**config.mk**
```make
export PLATFORM = sky130hd
export DESIGN_NAME = alu_exec_ctrl
export DESIGN_NICKNAME = d
export VERILOG_FILES = /design/src/rtl/alu_ctrl_pkg.sv /design/src/rtl/cond_eval.sv /design/src/rtl/alu_exec_ctrl.sv
export SDC_FILE = /design/constraint.sdc
export NUM_CORES = 1
export LEC_CHECK = 0
export CAP_MARGIN = 10
export CORE_MARGIN = 10
export CORE_UTILIZATION = 43
export DETAILED_ROUTE_END_ITERATION = 16
export PLACE_DENSITY_LB_ADDON = 0.3
export SLEW_MARGIN = 30
export SYNTH_ARGS = -nofsm -noshare
export SYNTH_HDL_FRONTEND = slang
export SYNTH_SLANG_ARGS = --single-unit
```
**constraint.sdc**
```tcl
create_clock -name clk -period 5.7 [get_ports clk]
set_clock_uncertainty 0.2 [all_clocks]
set_input_delay 1.14 -clock clk [delete_from_list [all_inputs] [get_ports clk]]
set_output_delay 1.14 -clock clk [all_outputs]
set_load 0.05 [all_outputs]
```
**src/rtl/alu_ctrl_pkg.sv**
```systemverilog
// Shared opcode, condition-code, state and flag-index definitions for the ALU
// execute sequencer.
package alu_ctrl_pkg;

  localparam logic [3:0] OP_ADD  = 4'b0000;
  localparam logic [3:0] OP_SUB  = 4'b0001;
  localparam logic [3:0] OP_AND  = 4'b0010;
  localparam logic [3:0] OP_ORR  = 4'b0011;
  localparam logic [3:0] OP_EOR  = 4'b0100;
  localparam logic [3:0] OP_MOV  = 4'b0101;
  localparam logic [3:0] OP_BIC  = 4'b0110;
  localparam logic [3:0] OP_MVN  = 4'b0111;
  localparam logic [3:0] OP_CMP  = 4'b1000;
  localparam logic [3:0] OP_MOVI = 4'b1101;
  localparam logic [3:0] OP_STR  = 4'b1110;

  localparam logic [3:0] COND_EQ = 4'b0000;
  localparam logic [3:0] COND_NE = 4'b0001;
  localparam logic [3:0] COND_CS = 4'b0010;
  localparam logic [3:0] COND_CC = 4'b0011;
  localparam logic [3:0] COND_MI = 4'b0100;
  localparam logic [3:0] COND_PL = 4'b0101;
  localparam logic [3:0] COND_VS = 4'b0110;
  localparam logic [3:0] COND_VC = 4'b0111;
  localparam logic [3:0] COND_HI = 4'b1000;
  localparam logic [3:0] COND_LS = 4'b1001;
  localparam logic [3:0] COND_GE = 4'b1010;
  localparam logic [3:0] COND_LT = 4'b1011;
  localparam logic [3:0] COND_GT = 4'b1100;
  localparam logic [3:0] COND_LE = 4'b1101;
  localparam logic [3:0] COND_AL = 4'b1110;
  localparam logic [3:0] COND_NV = 4'b1111;

  localparam logic [1:0] ST_IDLE   = 2'd0;
  localparam logic [1:0] ST_DECODE = 2'd1;
  localparam logic [1:0] ST_EXEC   = 2'd2;
  localparam logic [1:0] ST_WB     = 2'd3;

  localparam int unsigned FLAG_N = 3;
  localparam int unsigned FLAG_Z = 2;
  localparam int unsigned FLAG_C = 1;
  localparam int unsigned FLAG_V = 0;

  // Opcodes 1001..1100 and 1111 are unassigned and retire as skipped.
  function automatic logic op_legal(input logic [3:0] op);
    return !(((op >= 4'b1001) && (op <= 4'b1100)) || (op == 4'b1111));
  endfunction

  function automatic logic op_writes_rf(input logic [3:0] op);
    return (op <= OP_MVN) || (op == OP_MOVI);
  endfunction

endpackage

```
**src/rtl/cond_eval.sv**
```systemverilog
// Combinational evaluation of a 4-bit condition field against {N,Z,C,V}.
module cond_eval
  import alu_ctrl_pkg::*;
(
  input  logic [3:0] cond_i,
  input  logic [3:0] flags_i,
  output logic       pass_o
);

  logic n, z, c, v;

  assign n = flags_i[FLAG_N];
  assign z = flags_i[FLAG_Z];
  assign c = flags_i[FLAG_C];
  assign v = flags_i[FLAG_V];

  always_comb begin
    pass_o = 1'b0;
    case (cond_i)
      COND_EQ: pass_o = z;
      COND_NE: pass_o = !z;
      COND_CS: pass_o = c;
      COND_CC: pass_o = !c;
      COND_MI: pass_o = n;
      COND_PL: pass_o = !n;
      COND_VS: pass_o = v;
      COND_VC: pass_o = !v;
      COND_HI: pass_o = c && !z;
      COND_LS: pass_o = !c || z;
      COND_GE: pass_o = (n == v);
      COND_LT: pass_o = (n != v);
      COND_GT: pass_o = !z && (n == v);
      COND_LE: pass_o = z || (n != v);
      COND_AL: pass_o = 1'b1;
      COND_NV: pass_o = 1'b0;
      default: pass_o = 1'b0;
    endcase
  end

endmodule

```
**src/rtl/alu_exec_ctrl.sv**
```systemverilog
// Four-state execute sequencer: accept, condition check, operand fetch into the
// ALU, then write back result and flags. Owns the architectural flags register.
module alu_exec_ctrl
  import alu_ctrl_pkg::*;
#(
  parameter int unsigned NREG = 16,
  parameter int unsigned DW   = 32
) (
  input  logic                    clk,
  input  logic                    rst_n,
  input  logic                    instr_valid,
  output logic                    instr_ready,
  input  logic [31:0]             instr,
  output logic [$clog2(NREG)-1:0] rf_ra_addr,
  output logic [$clog2(NREG)-1:0] rf_rb_addr,
  input  logic [DW-1:0]           rf_ra_data,
  input  logic [DW-1:0]           rf_rb_data,
  output logic [DW-1:0]           alu_in1,
  output logic [DW-1:0]           alu_in2,
  output logic [3:0]              alu_opcode,
  output logic [2:0]              alu_sr_cont,
  output logic [4:0]              alu_sr_bit,
  output logic                    alu_s,
  output logic [15:0]             alu_imm,
  input  logic [DW-1:0]           alu_out,
  input  logic [3:0]              alu_flags,
  output logic                    rf_we,
  output logic [$clog2(NREG)-1:0] rf_wa,
  output logic [DW-1:0]           rf_wd,
  output logic                    str_en,
  output logic [3:0]              flags_q,
  output logic                    done,
  output logic                    skipped
);

  logic [1:0]    state_q, state_d;
  logic [31:0]   instr_q;
  logic [3:0]    flags_d;
  logic [DW-1:0] alu_in1_q, alu_in2_q;
  logic [3:0]    alu_opcode_q;
  logic [2:0]    alu_sr_cont_q;
  logic [4:0]    alu_sr_bit_q;
  logic          alu_s_q;
  logic [15:0]   alu_imm_q;

  logic [3:0] op;
  logic       cond_pass;
  logic       go;
  logic       alu_ld;
  logic       in_wb;
  logic       is_str;
  logic       writes_rf;

  assign op = instr_q[27:24];

  cond_eval u_cond_eval (
    .cond_i  (instr_q[31:28]),
    .flags_i (flags_q),
    .pass_o  (cond_pass)
  );

  assign go        = cond_pass && op_legal(op);
  assign alu_ld    = (state_q == ST_DECODE) && go;
  assign in_wb     = (state_q == ST_WB);
  assign is_str    = (op == OP_STR);
  assign writes_rf = op_writes_rf(op);

  always_comb begin
    state_d = state_q;
    case (state_q)
      ST_IDLE:   if (instr_valid) state_d = ST_DECODE;
      ST_DECODE: state_d = go ? ST_EXEC : ST_IDLE;
      ST_EXEC:   state_d = ST_WB;
      ST_WB:     state_d = ST_IDLE;
      default:   state_d = ST_IDLE;
    endcase
  end

  assign flags_d = (in_wb && alu_s_q) ? alu_flags : flags_q;

  always_ff @(posedge clk or negedge rst_n) begin
    if (!rst_n) begin
      state_q <= ST_IDLE;
      instr_q <= '0;
      flags_q <= '0;
    end else begin
      state_q <= state_d;
      flags_q <= flags_d;
      if ((state_q == ST_IDLE) && instr_valid) instr_q <= instr;
    end
  end

  // Operands are captured on leaving DECODE so the combinational ALU settles
  // through EXEC and its result is stable for WB.
  always_ff @(posedge clk or negedge rst_n) begin
    if (!rst_n) begin
      alu_in1_q     <= '0;
      alu_in2_q     <= '0;
      alu_opcode_q  <= '0;
      alu_sr_cont_q <= '0;
      alu_sr_bit_q  <= '0;
      alu_s_q       <= 1'b0;
      alu_imm_q     <= '0;
    end else if (alu_ld) begin
      alu_in1_q     <= rf_ra_data;
      alu_in2_q     <= rf_rb_data;
      alu_opcode_q  <= (op == OP_CMP) ? OP_SUB : op;
      alu_s_q       <= (op == OP_CMP) ? 1'b1 : instr_q[23];
      alu_sr_cont_q <= instr_q[10:8];
      alu_sr_bit_q  <= instr_q[7:3];
      alu_imm_q     <= instr_q[15:0];
    end
  end

  assign alu_in1     = alu_in1_q;
  assign alu_in2     = alu_in2_q;
  assign alu_opcode  = alu_opcode_q;
  assign alu_sr_cont = alu_sr_cont_q;
  assign alu_sr_bit  = alu_sr_bit_q;
  assign alu_s       = alu_s_q;
  assign alu_imm     = alu_imm_q;

  assign rf_ra_addr = instr_q[18:15];
  assign rf_rb_addr = instr_q[14:11];

  assign instr_ready = (state_q == ST_IDLE);
  assign rf_we       = in_wb && writes_rf;
  assign str_en      = in_wb && is_str;
  assign rf_wa       = rf_we ? instr_q[22:19] : '0;
  assign rf_wd       = (in_wb && (writes_rf || is_str)) ? alu_out : '0;
  assign skipped     = (state_q == ST_DECODE) && !go;
  assign done        = in_wb || skipped;

endmodule

```
# ---- After elaboration in Yosys (flattened, before gate mapping)
# Index checks and enable logic that the tools add are counted.
dict set report word_totals {
  input_bits 135
  wordCells 71
  reg_bits 131
  ramBits 0
  memories 0
  rom_bits 0
  latch_bits 0
  out_inout_bits 146
}
dict set report classes {
  n_reduce_logical 25
  n_div 0
  n_mul 0
  add_sub_neg 0
  eq_ne 25
  magnitude_cmp 3
  shifts 0
  n_bitwise 0
  mux 8
}
# op count
set ops {}
lappend ops {{4-bit equality test (second input constant)} 12}
lappend ops {{32-bit 2-to-1 mux} 1}
lappend ops {{4-bit by 3-bit equality test with 1-bit output (second input constant)} 4}
lappend ops {{1-bit case mux with 16 select lines} 1}
lappend ops {{1-bit logical AND} 11}
lappend ops {{4-bit by 2-bit equality test with 1-bit output (second input constant)} 2}
lappend ops {{4-bit 2-to-1 mux} 2}
lappend ops {{2-bit case mux with 4 select lines} 1}
lappend ops {{1-bit logical NOT} 6}
lappend ops {{1-bit logical OR} 6}
lappend ops {{2-bit equality test (second input constant)} 2}
lappend ops {{4-bit by 1-bit equality test with 1-bit output (second input constant)} 1}
lappend ops {{4-bit greater-or-equal comparator (second input constant)} 1}
lappend ops {{4-bit by 3-bit less-or-equal comparator with 1-bit output (second input constant)} 1}
lappend ops {{4-bit less-or-equal comparator (second input constant)} 1}
lappend ops {{4-bit logical NOT} 1}
lappend ops {{2-bit 2-to-1 mux} 2}
lappend ops {{2-bit by 1-bit equality test with 1-bit output (second input constant)} 1}
lappend ops {{2-bit logical NOT} 1}
lappend ops {{2-bit inequality test (second input constant)} 1}
lappend ops {{1-bit equality test} 1}
lappend ops {{1-bit 2-to-1 mux} 1}
lappend ops {{1-bit inequality test} 1}

# ---- Longest topological paths before layout
dict set report logic_depth {
  depth_word 8
  ltp_mapped 9
  depth_no_buf 5
}

# ---- Hierarchy
# From an unflattened synthesis, not the netlist that was laid out.
dict set report unflattened {
  cells_unflattened 369
  hier_area_um2 5432.7
}
# module area_each_um2 seq_area_each_um2 cells_each instances
set modules_own_cells {}
lappend modules_own_cells {alu_exec_ctrl 5277.6 3078.0 346 1}
lappend modules_own_cells {cond_eval 155.1 0.0 23 1}

# ---- Least setup slack after synthesis
# Ideal clock, no wire load.
dict set report synth_timing {
  kind {flip-flop to output port}
  from {register flags_q[3]}
  to {output done}
  t_arrival_ns 2.307
  stages_incl_launch_ff 6
  required_ns 4.360
  slack_ns 2.053
  n_path_buf 0
  cell_sequence {dfrtp_1 > xor2_1 > mux2i_1 > a311oi_1 > nand3_1 > a31oi_1}
}
dict set report synth_between {
  elab_chain_len 7
  word_cells_on_any_way 10
  classes_between {2 x eq/ne; 1 x mux; 7 x reduce/logical}
}
# item line
set synth_lines {}
lappend synth_lines {{start, declared} alu_exec_ctrl.sv:31} ;# output logic [3:0] flags_q,
lappend synth_lines {{start signal, assigned} alu_exec_ctrl.sv:88} ;# flags_q <= flags_d;
lappend synth_lines {{1-bit inequality test / 1-bit equality test (equally long branches)} --}
lappend synth_lines {{1-bit logical OR / 1-bit logical AND (equally long branches)} {cond_eval.sv:33, cond_eval.sv:32}}
lappend synth_lines {{1-bit case mux with 16 select lines (*)} cond_eval.sv:19} ;# case (cond_i)
lappend synth_lines {{1-bit logical AND (*)} alu_exec_ctrl.sv:62} ;# assign go = cond_pass && op_legal(op);
lappend synth_lines {{1-bit logical NOT (*)} alu_exec_ctrl.sv:131} ;# assign skipped = (state_q == ST_DECODE) && !go;
lappend synth_lines {{1-bit logical AND (*)} alu_exec_ctrl.sv:131}
lappend synth_lines {{1-bit logical OR (*)} alu_exec_ctrl.sv:132} ;# assign done = in_wb || skipped;
lappend synth_lines {{end, declared} alu_exec_ctrl.sv:32} ;# output logic done,
# Every way passes the cells marked *; elsewhere a longest branch is shown, timed or not.

# ---- Final worst setup path
dict set report layout_timing {
  from {register instr_q[28]}
  to {output skipped}
}
dict set report layout_between {
  elab_chain_len 5
  word_cells_on_any_way 20
  classes_between {15 x eq/ne; 1 x mux; 4 x reduce/logical}
}
# item line
set layout_lines {}
lappend layout_lines {{start, declared} alu_exec_ctrl.sv:37} ;# logic [31:0] instr_q;
lappend layout_lines {{start signal, assigned} alu_exec_ctrl.sv:89} ;# if ((state_q == ST_IDLE) && instr_valid) instr_q <= instr;
lappend layout_lines {{4-bit equality test (tied with other cells)} cond_eval.sv:19}
lappend layout_lines {{1-bit case mux with 16 select lines (*)} cond_eval.sv:19}
lappend layout_lines {{1-bit logical AND (*)} alu_exec_ctrl.sv:62}
lappend layout_lines {{1-bit logical NOT (*)} alu_exec_ctrl.sv:131}
lappend layout_lines {{1-bit logical AND (*)} alu_exec_ctrl.sv:131}
lappend layout_lines {{end, declared} alu_exec_ctrl.sv:33} ;# output logic skipped
# Marks and branches as above.

==> impl_summary.txt <==
----------------------------------------------------
[Outcome]
  Status ... finished clean

[CTS]
  Library cell used as clock root buffer ... sky130_fd_sc_hd__clkbuf_16
  Number of levels the H-tree was split into ... 4
  Buffers inserted by post-CTS timing repair ... 0
  TritonCTS buffer count ... 17
  CTS Buffer Depth ... 2
  Clock insertion delay at the later pin of the skew report ... a little over 0.4 ns
  Clock transition at the registers of the reported paths ... 0.05 ns
  Hold buffer count at cts ... 0
  TritonCTS Sinks ... ~120
  CTS tree ... done
  Post-cts repair resize count ... 0

[Job]
  Number of maximum-capacitance violations ... 0

[Floorplan]
  Ports placed on the boundary ... approximately 280
  Std cell rows ... 40
  Initial core utilization ... 0.445
  Die outline width ... around 130 um
  Die Y-Extent ... around 130 um
  Area of the placeable core ... around 0.012 sq mm
  Die Area ... 0.0175 sq mm

[Drt]
  Post-detailed-route count of antenna-violating nets ... 0
  Via/cell ratio ... around 4.8
  Vias after detailed routing ... between 3000 and 4000
  DRC violation count after routing ... 0
  First drt pass iteration count ... 5
  Final WL ... ~17 mm
  Count of routing violations after the opening detailed-route iteration ... between 150 and 200
  Mean routed wirelength per cell ... ~21 um

[Logic synthesis]
  Ys flop type ... sky130_fd_sc_hd__dfrtp_1
  Number of storage elements in the synthesis netlist ... between 100 and 150
  Yosys synthesis warning count ... 0
  Leading post-synthesis cells by instance count ... sky130_fd_sc_hd__dfrtp_1, sky130_fd_sc_hd__mux2_2, sky130_fd_sc_hd__mux2_4, sky130_fd_sc_hd__and2_1, sky130_fd_sc_hd__buf_4
  Synth top area share ... 0.568
  Synthesized netlist cell count ... between 300 and 400
  Post-synth design cell area ... ~0.0054 sq mm
  Most area-consuming cells after synthesis ... sky130_fd_sc_hd__dfrtp_1, sky130_fd_sc_hd__mux2_2, sky130_fd_sc_hd__mux2_4
  Count of flip-flops with a built-in enable after synthesis ... 0
  Post-Syn Nets ... 504
  Fraction of synthesis flops using an asynchronous set or reset pin ... 1.00
  Portion of the post-synthesis area used by sequential elements ... 0.568
  Area leader, netlist ... sky130_fd_sc_hd__dfrtp_1
  Cell with the most instances after synthesis ... sky130_fd_sc_hd__dfrtp_1
  Average size of a mapped cell ... 14.7 sq um
  Count of different cell masters after synthesis ... 36

[STA]
  Max_slew headroom ... 0.470
  Number of endpoints with negative hold slack in the final report ... 0
  Max-slew violation count ... 0
  Fmax ... about 240 MHz
  Post-route worst setup slack ... between 1.5 and 2 ns
  RSZ-0062 raised after global routing ... no
  Clock period minus worst slack ... between 4 and 5 ns
  Total Negative Setup Slacks ... 0 ns
  Slew of the pin with the lowest slew margin ... around 0.80 ns
  Final setup violating endpoints ... 0
  Part of the cycle the worst path needs ... 0.722

[Worst hold path]
  Number of instances on the worst hold path ... 1
  Hold crit path type ... flop to flop
  Hold worst-path end ... alu_imm[1]
  Hold_sp ... instr_q[1]

[GRT]
  Global-route wire length before repair ... 26.4 mm
  Via count of the first global-routing pass ... approximately 4600
  Global route total overflow ... 0
  Met2 routing resource usage after global routing ... 0.339
  Routing usage on met3 ... 0.101
  Most Crowded Layer GR ... met2
  Overall fraction of global-route tracks in use ... 0.193
  Antenna violations before repair ... 1
  Maximum number of pins on one net before global-route repair ... ~80
  Met1 Resource Use GR ... 0.190

[Setup path]
  Critical Path Max Stage Delay ... between 0.8 and 0.9 ns
  Reg2Reg Capture Point ... alu_in2[9]
  Data required time at the worst endpoint ... 4.36 ns
  Worst flop-to-flop path startpoint ... instr_q[28]
  Crit path buf inv count ... 1
  Max stage delay cell, worst path ... sky130_fd_sc_hd__clkdlybuf4s50_1
  Number of logic stages on the critical path including buffering ... 6
  Worst reg2reg setup slack ... 2.95 ns
  Type of the worst setup path ... flop to primary output
  CP top delay family ... buffers and inverters
  Critical-path cell list ... nor3b_1, a2111oi_4, a31oi_1, nand3_1, a21oi_1, clkdlybuf4s50_1
  Worst-path fanout max ... 11
  Logic depth of the worst register-to-register path ... 6
  Kind of end point of the critical path ... primary output
  Startpoint kind of the worst setup timing path ... flop
  Arrival time at the worst endpoint ... 2.78 ns

[Finish]
  Final Instance Area ... roughly 0.009 sq mm
  Area growth from synthesis to final layout ... 62.8%
  Final Util ... 0.725
  # nets final ... 770
  Fill cells ... between 800 and 900
  Proportion of layout cells with a drive suffix above 1 ... 0.240

[Place]
  Post-detailed-placement half-perimeter wirelength ... ~13 mm
  Number of port buffers ... 280
  Gpl congestion ... around 0.85
  Cell area after placement ... 0.00820 sq mm
  Setup slack at placement ... 1.75 ns

[Power and ir drop]
  Cell internal power dissipation ... roughly 3.6 mW
  Share of total power in combinational logic ... 0.576
  Leakage power figure ... approximately 3.8 nW
  Sequential share of power ... 0.256
  Fraction of power spent switching nets ... 0.448
  Power density relative to cell area ... ~740 mW/mm^2
  Power, Total ... 6.51 mW
  Largest vdd supply drop ... between 0.5 and 0.6 mV
  Clock share of power ... 0.168
  Sw power ... approximately 2.9 mW

----------------------------------------------------
==> how the worst max path moves through the flow <==
stage                 from         to  slack (ns)
2_1_floorplan   flags_q[3]       done        2.05
5_1_grt        instr_q[28]    skipped        1.43
4_1_cts        instr_q[28]    skipped        1.56
3_5_place_dp   alu_out[27]  rf_wd[27]        1.75
3_3_place_gp   alu_out[27]  rf_wd[27]        1.77
6_report       instr_q[28]    skipped        1.58
==> metrics by stage <==
step,hold slack (ns),cells
after floorplan,0.272,369
after global placement,0.281,784
after detailed placement,0.288,784
after CTS,0.299,815
after global routing,0.314,815
final,0.294,816
==> placed cells by master, fill, tap and decap left out, types with 5 or more instances in the layout <==
cell and n:
sky130_fd_sc_hd__nand2_1 5, sky130_fd_sc_hd__mux2_2 79, sky130_fd_sc_hd__nor2_1 6, sky130_fd_sc_hd__clkdlybuf4s50_1 279, sky130_fd_sc_hd__mux2_4 41, sky130_fd_sc_hd__and2_1 36, sky130_fd_sc_hd__clkbuf_16 17, sky130_fd_sc_hd__inv_1 5
sky130_fd_sc_hd__dfrtp_1 123
==> per-layer routing <==
metal,wire [um],up-vias,part of all wire
met2,8940,157,0.53
li1,-,1794,-
met4,327,0,0.019
met5,0,-,0
met3,1590,24,0.094
met1,6120,1981,0.36
==> sequential cells by signal, summed over array words and instances, names as in the netlist, named ones only <==
register,cells
alu_in1,32
alu_in2,32
instr_q,32
alu_imm,10
alu_opcode,4
alu_sr_bit,4
flags_q,4
alu_sr_cont,2
alu_s,1
state_q,1
==> cell families (layout without fill, tap and decap cells) <==
family	count (synthesis)	count (layout)	share of synthesized area
AOI/OAI and AO/OA	15	15	0.0224
xor gates and xnor gates	3	3	0.00485
buffers and inverters	42	320	0.0504
DFF	123	123	0.568
muxes	124	124	0.285
other	0	1	0
and+or+nand+nor	62	62	0.0686
==> power groups by stage <==
stage / logic, mW / registers [mW] / clock network [mW]
global route: 3.91 / 1.73 / 1.16
floorplan: 1.59 / 2.72 / 0
global placement: 3.72 / 1.63 / 0
CTS: 3.79 / 1.67 / 1.11
detailed placement: 3.77 / 1.67 / 0
finish: 3.75 / 1.67 / 1.09
==> cell type report <==
class / count / area (sq um) / share of cell area
clock inverter: 6 / 110 / 0.0125
antenna: 1 / 2.50 / 0.000284
clock buffer: 25 / 495 / 0.0562
multi-input combinational: 204 / 2070 / 0.234
sequential: 123 / 3080 / 0.349
inverter: 5 / 18.8 / 0.00213
timing repair buffer: 284 / 2830 / 0.321
tap: 168 / 210 / 0.0238
Power figures use the tool's default switching activity.
